### config.mk
export PLATFORM = sky130hd
export DESIGN_NAME = gfx256_fragment
export DESIGN_NICKNAME = d
export VERILOG_FILES = /design/src/rtl/gfx256_fragment.sv
export SDC_FILE = /design/constraint.sdc
export NUM_CORES = 2
export LEC_CHECK = 0
export CAP_MARGIN = 0
export CORE_AREA = 2 2 244 246
export DETAILED_ROUTE_END_ITERATION = 16
export DIE_AREA = 0 0 246 248
export GPL_ROUTABILITY_DRIVEN = 0
export PLACE_DENSITY = 0.79
export SYNTH_ARGS = -nofsm -noshare
export SYNTH_HDL_FRONTEND = slang
export SYNTH_SLANG_ARGS = --single-unit
export TNS_END_PERCENT = 50
### constraint.sdc
create_clock -name clk_i -period 12.8 [get_ports clk_i]
set_input_delay 1.92 -clock clk_i [delete_from_list [all_inputs] [get_ports clk_i]]
set_output_delay 1.92 -clock clk_i [all_outputs]
set_load 0.005 [all_outputs]
### src/rtl/gfx256_fragment.sv
// gfx256 fragment stage: flat or textured pixel color with color-key discard.
// Define GFX256_FRAG_LINE_CACHE_EN to add a one-line texture cache in front of the reader.
module gfx256_fragment #(
    parameter int point_width = 16
) (
    input  logic                   clk_i,
    input  logic                   rst_i,
    input  logic                   texture_enable_i,
    input  logic                   colorkey_enable_i,
    input  logic [31:0]            colorkey_i,
    input  logic [1:0]             color_depth_i,
    input  logic [31:5]            tex0_base_i,
    input  logic [point_width-1:0] tex0_size_x_i,
    input  logic [point_width-1:0] tex0_size_y_i,
    input  logic [point_width-1:0] pixel_x_i,
    input  logic [point_width-1:0] pixel_y_i,
    input  logic [point_width-1:0] pixel_z_i,
    input  logic [point_width-1:0] u_i,
    input  logic [point_width-1:0] v_i,
    input  logic [7:0]             a_i,
    input  logic [31:0]            color_i,
    input  logic                   write_i,
    output logic                   ack_o,
    output logic [31:5]            texture_addr_o,
    output logic [31:0]            texture_sel_o,
    output logic                   texture_request_o,
    input  logic                   texture_ack_i,
    input  logic [255:0]           texture_data_i,
    input  logic                   wbm_busy_i,
    output logic [point_width-1:0] pixel_x_o,
    output logic [point_width-1:0] pixel_y_o,
    output logic [point_width-1:0] pixel_z_o,
    output logic [7:0]             pixel_alpha_o,
    output logic [31:0]            pixel_color_o,
    output logic                   write_o,
    input  logic                   ack_i
);

    typedef enum logic [2:0] {IDLE, ADDR1, ADDR2, FETCH, WRITE} state_t;

    localparam logic [point_width-1:0] PT_ONE = 1;

    state_t                 st_q, st_d;
    logic [point_width-1:0] u_q, v_q;
    logic [point_width-1:0] sx_eff, sy_eff, u_clamp, v_clamp;
    logic [31:0]            index_c, index_p1, offset_c;
    logic [31:5]            addr_c;
    logic [4:0]             lane_p2, src_lane;
    logic [255:0]           src_line;
    logic [31:0]            src_color;
    logic                   key_hit, pix_done, fetch_done, cache_hit;
    logic                   write_d, ack_d, req_d;

    function automatic logic [point_width-1:0] size_eff(input logic [point_width-1:0] size);
        return (size == '0) ? PT_ONE : size;
    endfunction

    function automatic logic [point_width-1:0] clamp_coord(input logic [point_width-1:0] c,
                                                           input logic [point_width-1:0] size);
        logic [point_width-1:0] lim;
        lim = size - PT_ONE;
        return (c > lim) ? lim : c;
    endfunction

    function automatic logic [31:0] depth_mask(input logic [1:0] depth);
        case (depth)
            2'b00:   return 32'h0000_00FF;
            2'b01:   return 32'h0000_FFFF;
            default: return 32'hFFFF_FFFF;
        endcase
    endfunction

    function automatic logic [31:0] extract_texel(input logic [255:0] line, input logic [4:0] lane,
                                                  input logic [1:0] depth);
        logic [255:0] sh;
        sh = line >> {lane, 3'b000};
        return sh[31:0] & depth_mask(depth);
    endfunction

    assign texture_sel_o = 32'hFFFF_FFFF;

    // ADDR1: clamp (u,v) into the texture and form the linear texel index
    assign sx_eff  = size_eff(tex0_size_x_i);
    assign sy_eff  = size_eff(tex0_size_y_i);
    assign u_clamp = clamp_coord(u_q, sx_eff);
    assign v_clamp = clamp_coord(v_q, sy_eff);
    assign index_c = 32'(v_clamp) * 32'(sx_eff) + 32'(u_clamp);

    // ADDR2: scale index to bytes, split into 32-byte line address and byte lane
    always_comb begin
        case (color_depth_i)
            2'b00:   offset_c = index_p1;
            2'b01:   offset_c = index_p1 << 1;
            default: offset_c = index_p1 << 2;
        endcase
    end
    assign addr_c     = tex0_base_i + offset_c[31:5];
    assign fetch_done = (st_q == FETCH) && texture_request_o && texture_ack_i;

`ifdef GFX256_FRAG_LINE_CACHE_EN
    logic         cache_vld, cfg_changed;
    logic [31:5]  cache_tag, base_seen;
    logic [1:0]   depth_seen;
    logic [255:0] cache_line;

    assign cfg_changed = (tex0_base_i != base_seen) || (color_depth_i != depth_seen);
    assign cache_hit   = cache_vld && !cfg_changed && (cache_tag == addr_c);
    assign src_line    = (st_q == FETCH) ? texture_data_i : cache_line;

    always_ff @(posedge clk_i or posedge rst_i) begin
        if (rst_i) begin
            cache_vld  <= 1'b0;
            base_seen  <= '0;
            depth_seen <= '0;
        end else begin
            base_seen  <= tex0_base_i;
            depth_seen <= color_depth_i;
            if (cfg_changed)     cache_vld <= 1'b0;
            else if (fetch_done) cache_vld <= 1'b1;
        end
    end

    always_ff @(posedge clk_i) begin
        if (fetch_done) begin
            cache_tag  <= texture_addr_o;
            cache_line <= texture_data_i;
        end
    end
`else
    assign cache_hit = 1'b0;
    assign src_line  = texture_data_i;
`endif

    // Final color: flat color in IDLE, texel on a cache hit or on fetch completion
    assign src_lane = (st_q == FETCH) ? lane_p2 : offset_c[4:0];
    always_comb begin
        src_color = color_i;
        if (st_q == ADDR2 || st_q == FETCH)
            src_color = extract_texel(src_line, src_lane, color_depth_i);
    end
    assign key_hit  = colorkey_enable_i &&
                      (((src_color ^ colorkey_i) & depth_mask(color_depth_i)) == 32'h0);
    assign pix_done = ((st_q == IDLE) && write_i && !texture_enable_i) ||
                      ((st_q == ADDR2) && cache_hit) || fetch_done;

    always_ff @(posedge clk_i or posedge rst_i) begin
        if (rst_i) st_q <= IDLE;
        else       st_q <= st_d;
    end

    always_comb begin
        st_d = st_q;
        case (st_q)
            IDLE:    if (write_i) st_d = texture_enable_i ? ADDR1 : (key_hit ? IDLE : WRITE);
            ADDR1:   st_d = ADDR2;
            ADDR2:   st_d = cache_hit ? (key_hit ? IDLE : WRITE) : FETCH;
            FETCH:   if (fetch_done) st_d = key_hit ? IDLE : WRITE;
            WRITE:   if (ack_i) st_d = IDLE;
            default: st_d = IDLE;
        endcase
    end

    always_comb begin
        write_d = pix_done && !key_hit;
        ack_d   = (pix_done && key_hit) || ((st_q == WRITE) && ack_i);
        req_d   = 1'b0;
        if (st_q == ADDR2)
            req_d = !cache_hit && !wbm_busy_i;
        else if (st_q == FETCH)
            req_d = texture_request_o ? !texture_ack_i : !wbm_busy_i;
    end

    always_ff @(posedge clk_i or posedge rst_i) begin
        if (rst_i) begin
            write_o           <= 1'b0;
            ack_o             <= 1'b0;
            texture_request_o <= 1'b0;
        end else begin
            write_o           <= write_d;
            ack_o             <= ack_d;
            texture_request_o <= req_d;
        end
    end

    always_ff @(posedge clk_i or posedge rst_i) begin
        if (rst_i) begin
            pixel_x_o      <= '0;
            pixel_y_o      <= '0;
            pixel_z_o      <= '0;
            pixel_alpha_o  <= '0;
            pixel_color_o  <= '0;
            texture_addr_o <= '0;
        end else begin
            if (st_q == IDLE && write_i) begin
                pixel_x_o     <= pixel_x_i;
                pixel_y_o     <= pixel_y_i;
                pixel_z_o     <= pixel_z_i;
                pixel_alpha_o <= a_i;
            end
            if (st_q == ADDR2) texture_addr_o <= addr_c;
            if (write_d)       pixel_color_o  <= src_color;
        end
    end

    always_ff @(posedge clk_i) begin
        if (st_q == IDLE && write_i) begin
            u_q <= u_i;
            v_q <= v_i;
        end
        if (st_q == ADDR1) index_p1 <= index_c;
        if (st_q == ADDR2) lane_p2  <= offset_c[4:0];
    end

endmodule

After elaboration in Yosys (flattened, before gate mapping)
Index checks and enable logic that the tools add are counted.
{ "totals": {"reg_bits": 190, "in_bits": 477, "out_inout_bits": 150, "elab_cells": 72} }
{ "op_classes": {"addsub": 4, "multipliers": 1, "n_lt_le_gt_ge": 2, "eq_ne": 8, "shifts": 1, "n_mux": 18, "n_bitwise": 3, "n_reduce_logical": 21} }
{ "ops": {"columns": ["cell", "count"], "rows": [
  ["$shr A256 B8 Y32", 1],
  ["$pmux W32 S2", 2],
  ["$and A32 B32 Y32", 2],
  ["$mux W16", 4],
  ["$mux W32", 2],
  ["$add A32 B16 Y32", 1],
  ["$gt A16 B16 Y1", 2],
  ["$logic_not A16 Y1", 2],
  ["$logic_not A32 Y1", 1],
  ["$mul A16 B16 Y32", 1],
  ["$sub A16 B1 Y16 const B", 2],
  ["$xor A32 B32 Y32", 1],
  ["$add A27 B27 Y27", 1],
  ["$mux W3", 5],
  ["$pmux W3 S5", 1],
  ["$logic_and A1 B1 Y1", 8],
  ["$eq A3 B2 Y1 const B", 2],
  ["$ne A2 B2 Y1 const B", 3],
  ["$mux W5", 1],
  ["$logic_not A1 Y1", 4],
  ["$eq A3 B1 Y1 const B", 1],
  ["$eq A3 B3 Y1 const B", 1],
  ["$logic_not A3 Y1", 1],
  ["$logic_or A1 B1 Y1", 3],
  ["other kinds (4)", 6]
]} }

Logic depth before layout (Yosys ltp)
{ "depth": {"ltp_word": 14, "ltp_mapped": 44} }

Worst setup path before layout
OpenSTA, ideal clock, no wires.
{ "synth_path": {"kind": "input to register", "start": "input tex0_size_y_i[4]", "end": "register index_p1[30], data pin", "setup_time_ps": 265, "arrival_time_ps": 12378, "slack_ps": 157, "path_stages": 42, "path_buffers": 2, "path_cell_list": "or4_1 > nor4_1 > nor3b_1 > a21oi_1 > ha_1 > ha_1 > nor2b_1 > o21a_1 > o21a_1 > o21a_1 > o21a_1 > o21a_1 > o21a_1 > o21ai_0 > a21boi_0 > o31ai_1 > clkbuf_1 > mux2i_1 > [6 not listed] > inv_1 > fa_1 > inv_1 > fa_1 > inv_1 > fa_1 > inv_1 > ha_1 > nand3_1 > nand2_1 > a41oi_1 > a211oi_1 > a31oi_1 > o21ai_0 > a2111o_1 > a31oi_1 > o21ai_0 > xor2_1"} }
{ "synth_via": {"elab_chain_len": 7} }
{ "synth_lines": {"columns": ["item", "line", "text"], "rows": [
  ["start, declared", "14", "input logic [point_width-1:0] tex0_size_y_i,"],
  ["$logic_not A16 Y1", "55", "return (size == '0) ? PT_ONE : size;"],
  ["$mux W16 (*)", "55", null],
  ["$sub A16 B1 Y16 (*)", "61", "lim = size - PT_ONE;"],
  ["$gt A16 B16 Y1", "62", "return (c > lim) ? lim : c;"],
  ["$mux W16 (*)", "62", null],
  ["$mul A16 B16 Y32 (*)", "87", "assign index_c = 32'(v_clamp) * 32'(sx_eff) + 32'(u_clamp);"],
  ["$add A32 B16 Y32 (*)", "87", null],
  ["net index_c[30]", "46", "logic [31:0] index_c, index_p1, offset_c;"],
  ["end signal, assigned", "210", "if (st_q == ADDR1) index_p1 <= index_c;"],
  ["end, declared", "46", null]
]} }
The timed path passes the listed nets; every way through them passes the cells marked *.
A chain may end at the register's enable or synchronous reset.

Worst setup path after layout
Ends and elaborated chain as after synthesis.

==> flow_summary.json <==
{
  "grt_usage_pct": 39.4,
  "worstPathArrival_ps": 12440,
  "fin_util_pct": 62.5,
  "yosysUniqueCellTypes": 102,
  "cts-root-buf": "clkbuf_16",
  "critPathBufInv": 8,
  "critPathLaunchType": "input pin",
  "p_seq_share_pct": 10.9,
  "wl_per_cell_um": 26.4,
  "clock_latency_ps": 500,
  "drive_above_1_share_pct": 9.03,
  "internal-power_mw": 6.02,
  "ir_drop_uv": 609,
  "crit_path_max_incr_delay_ps": 640,
  "nNetsFinal": 4673,
  "first_pass_iters": 7,
  "dieArea_um2": 61000,
  "required_ps": 13040,
  "slew_violations": 5,
  "post_cts_buffers": 0,
  "grt_overflow": 0,
  "outcome": "complete, but fails checks",
  "place_inst": 4572,
  "portBuffers": 594,
  "rsz0062_at_grt": "false",
  "seq_area_frac_synth_pct": 17.3,
  "dp_slack_ps": 35.1,
  "ys_ff_latch": 190,
  "power.total_mw": 12.9,
  "tns_ps": 0,
  "synth-main-ff-cell": "dfrtp_1",
  "ant_nets": 0,
  "r2r_setup_slack_ps": 3820,
  "hold-worst-slack_ps": 486,
  "clock_skew_ps": 23.5,
  "violations": "capacitance limit, slew limit",
  "final_cells": 4626,
  "clkPwrFrac_pct": 4.3,
  "critPathKind": "in -> reg",
  "reg2reg_depth": 37,
  "critical_path.top_delay_family": "adder cells",
  "endpoint_kind": "flip-flop",
  "ioPinCount": 627,
  "drc_errors": 0,
  "fmax_mhz": 81.9,
  "postSynthCellCount": 3345,
  "period_needed_ps": 12200,
  "netSwitchingFraction_pct": 53.5,
  "htreeDepth": 4,
  "max_cap_violations": 1,
  "grt_pass1_vias": 28400,
  "final.setup.worst_slack_ps": 596,
  "start_util_pct": 50.4,
  "synth_edf_count": 69,
  "synth_common_cells": "477 x nand2_1, 346 x inv_1, 211 x fa_1",
  "vias": 29400,
  "hp-start": "texture_addr_o[25]",
  "reg2reg_to": "index_p1[30]",
  "netlist_area_um2": 29400,
  "core_um2": 58500,
  "dp_hpwl_um": 93600,
  "crit_start": "tex0_size_y_i[4]",
  "syn-mean-instance-area_um2": 8.80,
  "area_delta_synth_final_pct": 24.0,
  "die_w_um": 246,
  "reg2reg_from": "v_q[1]",
  "wl_um": 122000,
  "ys_top_cells_by_area": "fa_1 14%, dfrtp_1 10%, ha_1 7.1%, edfxtp_1 7.0%, mux2i_1 6.7%",
  "finalInstanceArea_um2": 36500,
  "hold_viol_final": 0,
  "min_path_cells": 2,
  "routed_via_density": 6.34,
  "synth.most_common_cell": "nand2_1",
  "powerDensity_nw_per_um2": 354,
  "yosysTopAreaCell": "fa_1",
  "first_iter_violations": 3785,
  "power_frac_comb_pct": 84.8,
  "yosysWarnings": 0,
  "leakagePower_nw": 16.0,
  "cts_sinks": 190,
  "worstHoldPathType": "reg -> reg",
  "numCtsBuffers": 17,
  "clk_pin_slew_ps": 80,
  "switching_power_mw": 6.91,
  "cts_tree": "done",
  "place_area_um2": 35800,
  "tightest_slew_ps": 1690,
  "setup_viol": 0,
  "synth_top_cell_area_share_pct": 14.3,
  "cts_buffer_depth": 2,
  "grt_max_degree": 159,
  "fin_crit_sh_pct": 95.3,
  "cp_max_fo": 16,
  "hold_end": "texture_addr_o[25]",
  "grt_pass1_wl_um": 178000,
  "slew_headroom_pct": -12.7,
  "crit_path_top_delay_cell": "or4_1",
  "antenna_found_initial": 23,
  "num_rows": 89,
  "die_height_um": 248,
  "async_flop_share_pct": 63.7
}
## cell type report
cell class	instances	area (um2)
Timing Repair Buffer	676	6610
Antenna cell	21	52.6
Tap cell	773	967
Clock inverter	15	183
Inverter	348	1310
Multi-Input combinational cell	2586	21900
Sequential cell	190	5100
Fill cell	5046	22000
Clock buffer	17	425
## routing by layer
metal / up-vias / global-route usage, % / part of all wire, %
met1: 13900 / 42.9 / 32
li1: 12700 / - / -
met3: 569 / 11.5 / 12
met2: 2087 / 64.5 / 47
met4: 10 / 30.9 / 9.0
met5: - / 0 / 0.052
## power by group through the flow
stage               clock network, mW  registers [mW]  logic, mW
CTS                             0.577            1.41       10.7
floorplan                           0            1.38       7.38
detailed placement                  0            1.41       10.6
global route                    0.599            1.44       11.9
finish                          0.562            1.41       11.0
global placement                    0            1.41       10.4
## cell usage in the layout (no fill, tap or decap), types with 45 or more instances in the layout
cell	synthesis	routed
mux2i_1	197	196
xor2_1	45	45
inv_1	346	345
buf_4	58	77
xnor2_1	52	52
edfxtp_1	69	69
o21ai_0	135	135
mux2_2	112	112
a21oi_1	127	126
nand3_1	64	64
dfrtp_1	121	121
and2_1	159	159
clkdlybuf4s50_1	0	592
a221oi_1	47	46
ha_1	166	166
mux4_2	49	49
fa_1	211	211
nor2_1	103	101
nand2_1	477	476
## flip-flops by register name, indices dropped and copies added, names as in the netlist, 5 cells and up
register and cells:
index_p1 32, lane_p2 5, pixel_alpha_o 8, pixel_color_o 32, pixel_x_o 16, pixel_y_o 16
pixel_z_o 16, texture_addr_o 27, u_q 16, v_q 16
## repair_timing
action | in CTS | in global routing
endpoints found under the setup margin | 0 | 3
hold buffers | 0 | 0
gates resized for setup | 0 | 2
## how the worst max path moves through the flow
stage                         endpoint  slack, ps  depth (start not counted)
after floorplan           index_p1[30]        160                         42
after global placement    index_p1[30]        230                         43
after detailed placement  index_p1[29]         40                         41
after CTS                 index_p1[29]        540                         41
after global routing      index_p1[30]         40                         43
final                     index_p1[30]        600                         43
## worst register-to-register path, delay by kind of cell, from the launching register on
| kind | cells | cell delay (ps) |
|---|---|---|
| fa+ha+maj | 8 | 3590 |
| simple gates | 4 | 520 |
| mux | 1 | 520 |
| compound gates | 16 | 3000 |
| xor+xnor | 1 | 150 |
| flops | 1 | 420 |
| buf+inv | 7 | 500 |
## cell families (layout without fill, tap and decap cells)
group / after synthesis / count (layout) / synth area share (%)
AND/OR/NAND/NOR: 994 / 994 / 16.2
flip-flops: 190 / 190 / 17.3
multiplexers: 381 / 381 / 16.0
AO/OA/AOI/OAI: 705 / 705 / 17.0
other: 1 / 53 / 0.0127
adder cells (fa/ha/maj): 377 / 377 / 21.4
buffers and inverters: 600 / 1056 / 9.17
XOR/XNOR: 97 / 97 / 2.88
No activity file was read; power rests on OpenSTA's default activity.
